## config.mk

```make
export PLATFORM = sky130hd
export DESIGN_NAME = ckt_sweep_ctrl
export DESIGN_NICKNAME = d
export VERILOG_FILES = /design/src/rtl/ckt_sweep_ctrl.sv
export SDC_FILE = /design/constraint.sdc
export NUM_CORES = 1
export LEC_CHECK = 0
export BUFFER_PORTS_ARGS = -buffer_cell sky130_fd_sc_hd__buf_2
export CAP_MARGIN = 25
export CORE_MARGIN = 5
export CORE_UTILIZATION = 50
export DETAILED_ROUTE_END_ITERATION = 10
export PLACE_DENSITY = 0.77
export REMOVE_ABC_BUFFERS = 1
export SLEW_MARGIN = 20
export SYNTH_ARGS = -nofsm -noshare
export SYNTH_HDL_FRONTEND = slang
export SYNTH_SLANG_ARGS = --single-unit
```

## constraint.sdc

```tcl
create_clock -name clk -period 3.92 [get_ports clk]
set_clock_uncertainty 0.1 [all_clocks]
set_input_delay 0.392 -clock clk [delete_from_list [all_inputs] [get_ports clk]]
set_output_delay 0.392 -clock clk [all_outputs]
set_load 0.005 [all_outputs]
```

## src/rtl/ckt_sweep_ctrl.sv

```systemverilog
// Exhaustive-sweep controller: walks every input vector of a small
// combinational circuit, waits a settle time, samples its output against a
// truth table and reports pass/fail, error count and first failing vector.
module ckt_sweep_ctrl #(
  parameter int unsigned          N_IN     = 3,
  parameter int unsigned          SETTLE   = 1,
  parameter logic [(2**N_IN)-1:0] EXPECTED = 8'b1001_0110
) (
  input  logic            clk,
  input  logic            reset,
  input  logic            start,
  input  logic            abort,
  input  logic            y,
  output logic [N_IN-1:0] vec,
  output logic            busy,
  output logic            done,
  output logic            pass,
  output logic [N_IN:0]   err_count,
  output logic            fail_valid,
  output logic [N_IN-1:0] first_fail
);

  localparam int unsigned NV   = 2**N_IN;
  localparam int unsigned EW   = N_IN + 1;
  localparam int unsigned CW   = 4;
  localparam logic [N_IN-1:0] LAST_VEC = N_IN'(NV - 1);
  localparam logic [CW-1:0]   SET_VAL  = CW'(SETTLE);

  typedef enum logic [1:0] {
    ST_IDLE   = 2'd0,
    ST_WAIT   = 2'd1,
    ST_SAMPLE = 2'd2,
    ST_DONE   = 2'd3
  } state_t;

  // With no settle time a vector goes straight to its sample cycle.
  localparam state_t LOAD_ST = (SETTLE > 0) ? ST_WAIT : ST_SAMPLE;

  state_t          state, state_d;
  logic [CW-1:0]   cnt, cnt_d;
  logic [N_IN-1:0] vec_d, first_fail_d;
  logic [N_IN:0]   err_d;
  logic            fail_valid_d, busy_d, done_d, pass_d;

  // Next-state and next-output logic; abort forces IDLE with cleared results.
  always_comb begin
    state_d      = state;
    cnt_d        = cnt;
    vec_d        = vec;
    err_d        = err_count;
    fail_valid_d = fail_valid;
    first_fail_d = first_fail;

    if (abort) begin
      state_d      = ST_IDLE;
      cnt_d        = '0;
      vec_d        = '0;
      err_d        = '0;
      fail_valid_d = 1'b0;
      first_fail_d = '0;
    end else begin
      case (state)
        ST_IDLE, ST_DONE: begin
          if (start) begin
            state_d      = LOAD_ST;
            cnt_d        = SET_VAL;
            vec_d        = '0;
            err_d        = '0;
            fail_valid_d = 1'b0;
            first_fail_d = '0;
          end
        end
        ST_WAIT: begin
          cnt_d = cnt - CW'(1);
          if (cnt <= CW'(1)) state_d = ST_SAMPLE;
        end
        ST_SAMPLE: begin
          if (y != EXPECTED[vec]) begin
            err_d = err_count + EW'(1);
            if (!fail_valid) begin
              fail_valid_d = 1'b1;
              first_fail_d = vec;
            end
          end
          if (vec == LAST_VEC) begin
            state_d = ST_DONE;
          end else begin
            vec_d   = vec + N_IN'(1);
            cnt_d   = SET_VAL;
            state_d = LOAD_ST;
          end
        end
        default: state_d = ST_IDLE;
      endcase
    end

    busy_d = (state_d == ST_WAIT) || (state_d == ST_SAMPLE);
    done_d = (state_d == ST_DONE);
    pass_d = done_d && (err_d == '0);
  end

  // State and output registers with synchronous reset.
  always_ff @(posedge clk) begin
    if (reset) begin
      state      <= ST_IDLE;
      cnt        <= '0;
      vec        <= '0;
      err_count  <= '0;
      fail_valid <= 1'b0;
      first_fail <= '0;
      busy       <= 1'b0;
      done       <= 1'b0;
      pass       <= 1'b0;
    end else begin
      state      <= state_d;
      cnt        <= cnt_d;
      vec        <= vec_d;
      err_count  <= err_d;
      fail_valid <= fail_valid_d;
      first_fail <= first_fail_d;
      busy       <= busy_d;
      done       <= done_d;
      pass       <= pass_d;
    end
  end

endmodule
```

==> impl_metrics.yaml, run 1 <==
place:
  gp_congestion: 0.789
  dp.cells: 171
  dpl.hpwl_mm: 1.73
  io_buffer_count: 18
  place_area_sq_um: 1200
grt:
  grt_pass1_vias: 916
  antenna_found_initial: 0
  grt_max_degree: 14
  grt_pass1_wl_mm: 3.90
  overflow: 0
  grt_usage: 0.151
final_layout:
  fin_util: 0.605
  fin_cells: 175
  seq_area_sq_um: 420
  nets: 162
  multi_input_area_sq_um: 623
  antenna_cells: 0
  drive_above_1_share: 0.176
  final_cell_area_sq_um: 1220
  fill_cells: 195
  syn_to_final_growth_pct: 13.1
yosys:
  synth_top_area_share: 0.388
  syn_area_per_cell_sq_um: 8.46
  synth_area_leaders: "dfxtp_1 (39%), ha_1 (9.2%), nor2_1 (7.3%), a21oi_1 (5.1%), nand2_1 (3.8%)"
  synth_cell_types: 33
  synth_edf_count: 0
  synth_area_leader_cell: "dfxtp_1"
  synthCells: 128
  ys_seq_area_frac: 0.388
  ys.flop_type: "dfxtp_1"
  async_reset_ff_frac: 0
  yosys_warnings: 0
  ys_seq_elements: 21
  synth_area_sq_um: 1080
worst_setup_path:
  cp.required_ns: 4.03
  worstSetupStartpointType: "register"
  arrival_ns: 2.41
  path_max_fanout: 13
  cpPeakStageDelay_ns: 0.38
  cp_num_buf_inv: 2
  rr_worst_depth: 10
  ff2ff_setup_slack_ns: 1.61
  cp_slowest_cell: "dfxtp_1"
  worstSetupPathType: "reg -> reg"
  path_depth: 10
  cp_top_family: "simple AND/OR/NAND/NOR gates"
  worst_setup_path_end_kind: "register"
  path_cells: "inv_1 -> ha_1 -> and2_1 -> or3_1 -> o211ai_1 -> nor2_1 -> ha_1 -> inv_1 -> a2111oi_2 -> a32o_1"
  rr_endpoint: "pass"
  reg2reg_from: "state[0]"
  endpoint: "pass"
  cp-startpoint: "state[0]"
timing:
  slew_headroom: 0.644
  drv_slew: 0
  fmax_ghz: 0.433
  fin_crit_sh: 0.589
  worst_slew_pin_slew_ns: 0.528
  finalSetupViolCount: 0
  fin_crit_ns: 2.31
  hold_viol_final: 0
  finalSetupTns_ns: 0
  rsz0062_at_grt: "false"
clock_network:
  postCtsHoldBufs: 0
  clk_root_buffer_cell: "clkbuf_4"
  cts_tree: "done"
  htree_levels: 1
  ctsResizeCount: 0
  cts_setup_buffers: 0
  cts.sinks: 21
  path_clk_slew_ns: 0.11
  clockBufferDepth: 2
  cts_buffers: 3
  insertion_delay_ns: 0.30
routing:
  drc_errors: 0
  ant_nets: 0
  routed_wl_mm: 2.23
  vias: 989
  first_pass_iters: 4
  post_drt_wl_per_cell_um: 12.8
  drt_iter0_markers: 20
  viasPerCell: 5.65
floorplanning:
  start_util: 0.535
  core-area_sq_um: 2020
  fp.dieW_um: 56.5
  chipHeight_um: 56.5
  fp-row-count: 16
  io_pins: 19
  die_area_sq_um: 3200
pwr:
  vdd_drop_max_uv: 250
  powerDensity_nw_per_um2: 302
  p_leak_uw: 0.000525
outcome:
  status: "finished, final reports clean"
hold_path:
  holdCritPathClass: "in -> reg"
flow_run:
  cap_violations: 0
[per-stage QoR]
step	power [uW]	hold slack (ns)	setup slack (ns)
2_1_floorplan	258	0.364	1.79
3_3_place_gp	270	0.376	1.70
3_5_place_dp	271	0.384	1.65
4_1_cts	372	0.196	1.62
5_1_grt	393	0.182	1.45
6_report	370	0.208	1.61
[cells by family (layout without fill, tap and decap cells)]
kind of cell,Yosys count,in the layout,synth area share
xor gates and xnor gates,5,5,0.0474
adders and majority gates,8,8,0.0925
muxes,1,1,0.0104
DFF,21,21,0.388
AOI/OAI and AO/OA,34,34,0.214
buffers and inverters,10,30,0.0358
and+or+nand+nor,49,49,0.212
[cell usage in the layout, fill, tap and decap left out]
| cell | count |
|---|---|
| a22oi_1 | 4 |
| o31ai_1 | 2 |
| nor3_1 | 3 |
| buf_2 | 18 |
| a32o_1 | 1 |
| o21ai_0 | 6 |
| mux2_2 | 1 |
| nand4_1 | 1 |
| nor2b_1 | 3 |
| a221oi_1 | 1 |
| o31a_1 | 1 |
| nor2_1 | 21 |
| o41ai_2 | 1 |
| clkbuf_4 | 3 |
| xnor2_2 | 1 |
| clkbuf_1 | 1 |
| a31oi_1 | 2 |
| a2111oi_2 | 1 |
| dfxtp_1 | 21 |
| a21oi_1 | 11 |
| inv_1 | 8 |
| or2_1 | 1 |
| xor2_1 | 4 |
| a211oi_1 | 1 |
| nand2_1 | 11 |
| nand3_1 | 4 |
| o21a_1 | 1 |
| and4_1 | 1 |
| and2_1 | 1 |
| or3_1 | 1 |
| ha_1 | 8 |
| nand2b_1 | 1 |
| nor4b_2 | 1 |
| o211ai_1 | 2 |
[sequential cells by signal (all words and copies together), names as in the netlist, named ones only]
signal and count:
cnt 4, done 1, fail_valid 1, state 2, err_count 4, vec 3, pass 1, first_fail 3
busy 1
[power by group]
part,switching (uW),leakage (uW),internal [uW]
registers,2.97,0.000170,217
logic,30.5,0.000340,16.2
clock network,63.0,0.0000150,39.7
total,96.5,0.000525,273
[layout make-up]
cell class	count	area share
timing repair buffer	18	0.0736
inverter	8	0.0245
multi-input combinational	97	0.509
clock buffer	4	0.0215
sequential	21	0.344
tap	27	0.0276
[how the worst min path moves through the flow]
stage	start	end	slack (ns)	cells after the start
4_1_cts	reset	busy	0.20	2
6_report	reset	busy	0.21	2
2_1_floorplan	reset	busy	0.36	1
3_3_place_gp	first_fail[1]	first_fail[1]	0.38	2
5_1_grt	reset	busy	0.18	2
3_5_place_dp	first_fail[0]	first_fail[0]	0.38	2
[per-layer routing]
layer  up-vias  routed length, um  track usage
met4         0                 30       0.0542
met1       465               1020        0.177
li1        494                  -            -
met2        26               1070        0.248
met5         -                  0            0
met3         4                113       0.0573
[synth_stat cells (all sizes together), types with 2 or more instances]
cell,count
dfxtp,21
nor2,21
a21oi,11
nand2,11
ha,8
inv,8
o21ai,6
a22oi,4
nand3,4
xor2,4
nor2b,3
nor3,3
a31oi,2
o211ai,2
o31ai,2
(Power assumes the default switching activity.)
==> run 2: changes to the inputs <==
--- a/config.mk
+++ b/config.mk
@@ -5,12 +5,13 @@
 export SDC_FILE = /design/constraint.sdc
 export NUM_CORES = 1
 export LEC_CHECK = 0
+export ABC_AREA = 1
 export BUFFER_PORTS_ARGS = -buffer_cell sky130_fd_sc_hd__buf_2
 export CAP_MARGIN = 25
 export CORE_MARGIN = 5
 export CORE_UTILIZATION = 50
 export DETAILED_ROUTE_END_ITERATION = 10
-export PLACE_DENSITY = 0.77
+export PLACE_DENSITY = 0.76
 export REMOVE_ABC_BUFFERS = 1
 export SLEW_MARGIN = 20
 export SYNTH_ARGS = -nofsm -noshare
==> constraint.sdc (replaced) <==
create_clock -name clk -period 2.3 [get_ports clk]
set_clock_uncertainty 0.1 [all_clocks]
set_input_delay 0.23 -clock clk [delete_from_list [all_inputs] [get_ports clk]]
set_output_delay 0.23 -clock clk [all_outputs]
set_load 0.005 [all_outputs]
==> impl_metrics.yaml, run 2 <==
yosys:
  yosysMostFrequentCell: "nand2_1"
  synth_area_leaders: "dfxtp_1 (38%), nand2_1 (12%), inv_1 (9.1%), ha_1 (8.9%), nand3_1 (8.1%)"
  ys_seq_area_frac: 0.376
  async_reset_ff_frac: 0
  synth_area_leader_cell: "dfxtp_1"
  synth_area_sq_um: 1120
  yosys_warnings: 0
  ys_seq_elements: 21
  synth_edf_count: 0
  yosys-top-cells-count: "nand2_1 (36), inv_1 (27), dfxtp_1 (21), nor2_1 (21), nand3_1 (18)"
  synth_top_area_share: 0.376
  synth_cell_types: 20
  synthCells: 162
  ys.flop_type: "dfxtp_1"
  syn_area_per_cell_sq_um: 6.90
clock_network:
  clk_root_buffer_cell: "clkbuf_4"
  postCtsHoldBufs: 0
  insertion_delay_ns: 0.30
  clockBufferDepth: 2
  cts.sinks: 21
  ctsResizeCount: 0
  cts_tree: "done"
  path_clk_slew_ns: 0.12
  cts_setup_buffers: 0
  htree_levels: 1
  cts_buffers: 3
timing:
  rsz0062_at_grt: "false"
  hold_viol_final: 0
  slew_headroom: 0.695
  fmax_ghz: 0.502
  drv_slew: 0
  fin_crit_ns: 1.99
  finalSetupTns_ns: 0
  worst_slew_pin_slew_ns: 0.456
  fin_crit_sh: 0.867
  finalSetupViolCount: 0
final_layout:
  antenna_cells: 0
  fin_util: 0.582
  drive_above_1_share: 0.180
  final_cell_area_sq_um: 1260
  mostFrequentLayoutCell: "nand2_1"
  reg.largest.list: "cnt (4), err_count (4)"
  final_cell_mix: "nand2_1 (36), inv_1 (27), nor2_1 (21), dfxtp_1 (21)"
  syn_to_final_growth_pct: 12.9
  nets: 197
routing:
  drt_iter0_markers: 29
  ant_nets: 0
  first_pass_iters: 5
  dr_wl_met3_um: 101
  routed_wl_mm: 2.28
  drc_errors: 0
  post_drt_wl_per_cell_um: 10.8
  maxUsedRoutingLayer: "met4"
  wl_met1_mm: 1.01
  viasPerCell: 4.86
  vias: 1025
  wl_met2_mm: 1.12
place:
  dpl.hpwl_mm: 1.83
  place_area_sq_um: 1240
  gp_congestion: 0.787
  io_buffer_count: 18
worst_setup_path:
  path_max_fanout: 12
  arrival_ns: 2.10
  worstSetupPathType: "reg -> reg"
  worstSetupStartpointType: "register"
  cp.required_ns: 2.41
  worst_setup_path_end_kind: "register"
pwr:
  p_total_uw: 623
  p_leak_uw: 0.000656
  vdd_drop_max_uv: 317
  powerDensity_nw_per_um2: 494
grt:
  grt_usage: 0.155
  grt_max_degree: 13
  overflow: 0
  antenna_found_initial: 0
  grt_pass1_vias: 996
  grt_pass1_wl_mm: 4.04
outcome:
  status: "finished, final reports clean"
floorplanning:
  start_util: 0.516
  io_pins: 19
  core-area_sq_um: 2170
  fp-row-count: 17
  die_area_sq_um: 3280
  fp.dieW_um: 57.3
  chipHeight_um: 57.3
hold_path:
  holdCritPathClass: "in -> reg"
flow_run:
  cap_violations: 0
[run 2: cell count changes after synthesis, sizes merged, moves of 3 or more]
cell   change
nand2     +26
nor2       +4
nor2b      -3
xor2       -4
a22oi      -4
inv       +22
nand3     +16
[run 2: path summary, 6_finish.rpt]
kind	from	endpoint	slack, ns	depth (start not counted)
max	state[0]	pass	0.31	11
min	reset	err_count[0]	0.03	2
max reg2reg	state[0]	pass	0.31	11
min reg2reg	first_fail[0]	first_fail[0]	0.37	2
[run 2: metal layers]
| metal | vias to the layer above | global-route usage |
|---|---|---|
| li1 | 545 | - |
| met1 | 458 | 0.171 |
| met4 | 0 | 0.0828 |
| met3 | 6 | 0.0385 |
| met5 | - | 0 |
| met2 | 16 | 0.272 |
[run 2: area by class of cell]
class	instances	area, sq um
Fill cell	232	907
Multi-Input combinational cell	110	578
Sequential cell	21	420
Inverter	30	113
Timing Repair Buffer	18	90.1
Tap cell	28	35.0
Clock buffer	4	26.3
[run 2: per-stage QoR]
stage / hold WS (ns) / instances / setup slack [ns]
2_1_floorplan: 0.201 / 161 / 0.527
4_1_cts: 0.0171 / 211 / 0.297
5_1_grt: 0.0236 / 211 / 0.0302
3_5_place_dp: 0.353 / 207 / 0.325
6_report: 0.0308 / 211 / 0.306
3_3_place_gp: 0.351 / 207 / 0.441
[run 2: cell families after synthesis]
kind of cell | share of synthesized area
adder cells (fa/ha/maj) | 0.0895
AND/OR/NAND/NOR | 0.329
AO/OA/AOI/OAI | 0.0906
XOR/XNOR | 0.00783
buffers and inverters | 0.107
flip-flops | 0.376
[run 2: where the power goes]
group          total (uW)  internal [uW]  switching [uW]
registers             373            369            3.59
logic                75.7           25.1            50.6
clock network         175           67.6             107
[run 2: worst max-delay path, stage by stage (launching register included)]
cell and delay (ns):
dfxtp_1 0.38, inv_1 0.06, ha_1 0.35, nor2_1 0.24
o21ai_0 0.13, a21oi_1 0.19, nor2_1 0.06, ha_1 0.19
inv_1 0.05, nor2_1 0.04, nand3_1 0.08, a21oi_1 0.04
==> run 3: changes to the inputs <==
==> constraint.sdc (replaced) <==
create_clock -name clk -period 1.9 [get_ports clk]
set_clock_uncertainty 0.1 [all_clocks]
set_input_delay 0.19 -clock clk [delete_from_list [all_inputs] [get_ports clk]]
set_output_delay 0.19 -clock clk [all_outputs]
set_load 0.005 [all_outputs]
==> impl_metrics.yaml, run 3 (synthesis results as in run 2) <==
worst_setup_path:
  worstSetupPathType: "reg -> reg"
  worst_setup_path_end_kind: "register"
  arrival_ns: 1.94
  rr_worst_depth: 13
  cp.required_ns: 2.05
  worstSetupStartpointType: "register"
  path_max_fanout: 3
floorplanning:
  chipHeight_um: 57.3
  core-area_sq_um: 2170
  start_util: 0.516
  io_pins: 19
  fp.dieW_um: 57.3
  die_area_sq_um: 3280
  fp-row-count: 17
routing:
  routed_wl_mm: 2.56
  viasPerCell: 4.99
  drt_iter0_markers: 30
  wl_met2_mm: 1.35
  wl_met1_mm: 1.07
  drc_errors: 0
  dr_wl_met3_um: 114
  ant_nets: 0
  first_pass_iters: 4
  vias: 1082
  maxUsedRoutingLayer: "met4"
  post_drt_wl_per_cell_um: 11.8
timing:
  fmax_ghz: 0.559
  finalSetupViolCount: 0
  setup_ws_ns: 0.111
  fin_crit_ns: 1.79
  worst_slew_pin_slew_ns: 0.480
  fin_crit_sh: 0.942
  rsz0062_at_grt: "true"
  slew_headroom: 0.679
  hold_viol_final: 0
  drv_slew: 0
clock_network:
  clockBufferDepth: 2
  cts_tree: "done"
  insertion_delay_ns: 0.30
  path_clk_slew_ns: 0.12
  htree_levels: 1
  cts_buffers: 3
  cts.sinks: 21
  clk_root_buffer_cell: "clkbuf_4"
final_layout:
  fin_cells: 217
  final_cell_mix: "nand2_1 (36), inv_1 (22), nand3_1 (18), buf_2 (18), dfxtp_1 (17)"
  fill_cells: 194
  reg.largest.list: "cnt (4), err_count (4)"
  mostFrequentLayoutCell: "nand2_1"
  fin_util: 0.655
  syn_to_final_growth_pct: 27.1
  nets: 203
  drive_above_1_share: 0.323
  antenna_cells: 0
place:
  io_buffer_count: 18
  place_ws_ns: 0.0463
  dp.cells: 209
  dpl.hpwl_mm: 1.87
  gp_congestion: 0.833
grt:
  grt_max_degree: 12
  antenna_found_initial: 0
  grt_pass1_wl_mm: 4.06
  grt_usage: 0.149
  grt_pass1_vias: 1027
  overflow: 0
outcome:
  status: "finished, final reports clean"
pwr:
  powerDensity_nw_per_um2: 562
  p_leak_uw: 0.000695
  vdd_drop_max_uv: 427
  p_total_uw: 799
hold_path:
  whs_path_depth: 3
  holdCritPathClass: "in -> reg"
flow_run:
  cap_violations: 0
==> run 3: changes by cell type in the layout (fill, tap and decap cells not counted), moves of 4 or more <==
cell,delta
ha_4,+4
nor2_2,+4
nor2_1,-5
inv_2,+4
dfxtp_1,-4
inv_1,-5
ha_1,-5
buf_4,+4
dfxtp_2,+4
==> run 3: path summary, 6_finish.rpt <==
| path | slack (ns) | end | startpoint |
|---|---|---|---|
| worst max-delay path | 0.11 | pass | cnt[0] |
| worst min-delay path | 0.1 | pass | abort |
| worst max register to register | 0.11 | pass | cnt[0] |
| worst min register to register | 0.37 | first_fail[0] | first_fail[0] |
==> run 3: final cells by class <==
type / count / area [sq um] / area share
well taps: 28 / 35.0 / 0.0246
flip-flops and latches: 21 / 425 / 0.299
clock buffers: 4 / 26.3 / 0.0185
inverters: 30 / 115 / 0.0810
repair buffers: 24 / 141 / 0.0995
multi-input cells: 110 / 678 / 0.477
==> run 3: where the power goes <==
group | switching, uW | leakage, uW | internal (uW)
Sequential | 5.74 | 0.000172 | 448
Clock | 136 | 0.0000150 | 81.8
Combinational | 76.1 | 0.000509 | 52.4
Total | 218 | 0.000695 | 582
==> run 3: per-layer routing <==
layer  vias up  global-route usage
met2        23               0.290
met5         -                   0
met4         0              0.0331
met1       498               0.163
met3         4              0.0294
li1        557                   -
==> run 3: through the flow <==
| step | TNS [ns] | hold WS (ns) | cell area (sq um) |
|---|---|---|---|
| final | 0 | 0.0984 | 1420 |
| after global routing | -0.0669 | 0.113 | 1420 |
| after CTS | 0 | 0.0988 | 1290 |
| after detailed placement | 0 | 0.314 | 1250 |
| after global placement | 0 | 0.310 | 1250 |
| after floorplan | 0 | 0.161 | 1110 |
==> run 3: worst max-delay path, stage by stage (launching register included) <==
cell     delay, ns
dfxtp_2       0.37
buf_6         0.11
ha_4          0.13
nor2_4        0.04
nor3_4        0.17
o21ai_1       0.09
nand2_1       0.08
a21oi_2       0.07
nor2_2        0.10
ha_2          0.17
inv_2         0.03
nor2_2        0.10
nand3_1       0.07
a21oi_1       0.10
==> run 3: what timing repair did <==
action                                  in CTS  in global routing
endpoints found under the setup margin       0                  4
hold buffers                                 1                  0
gates resized for setup                      0                 33
hold endpoints to repair                     3                  0
setup buffers                                0                  3
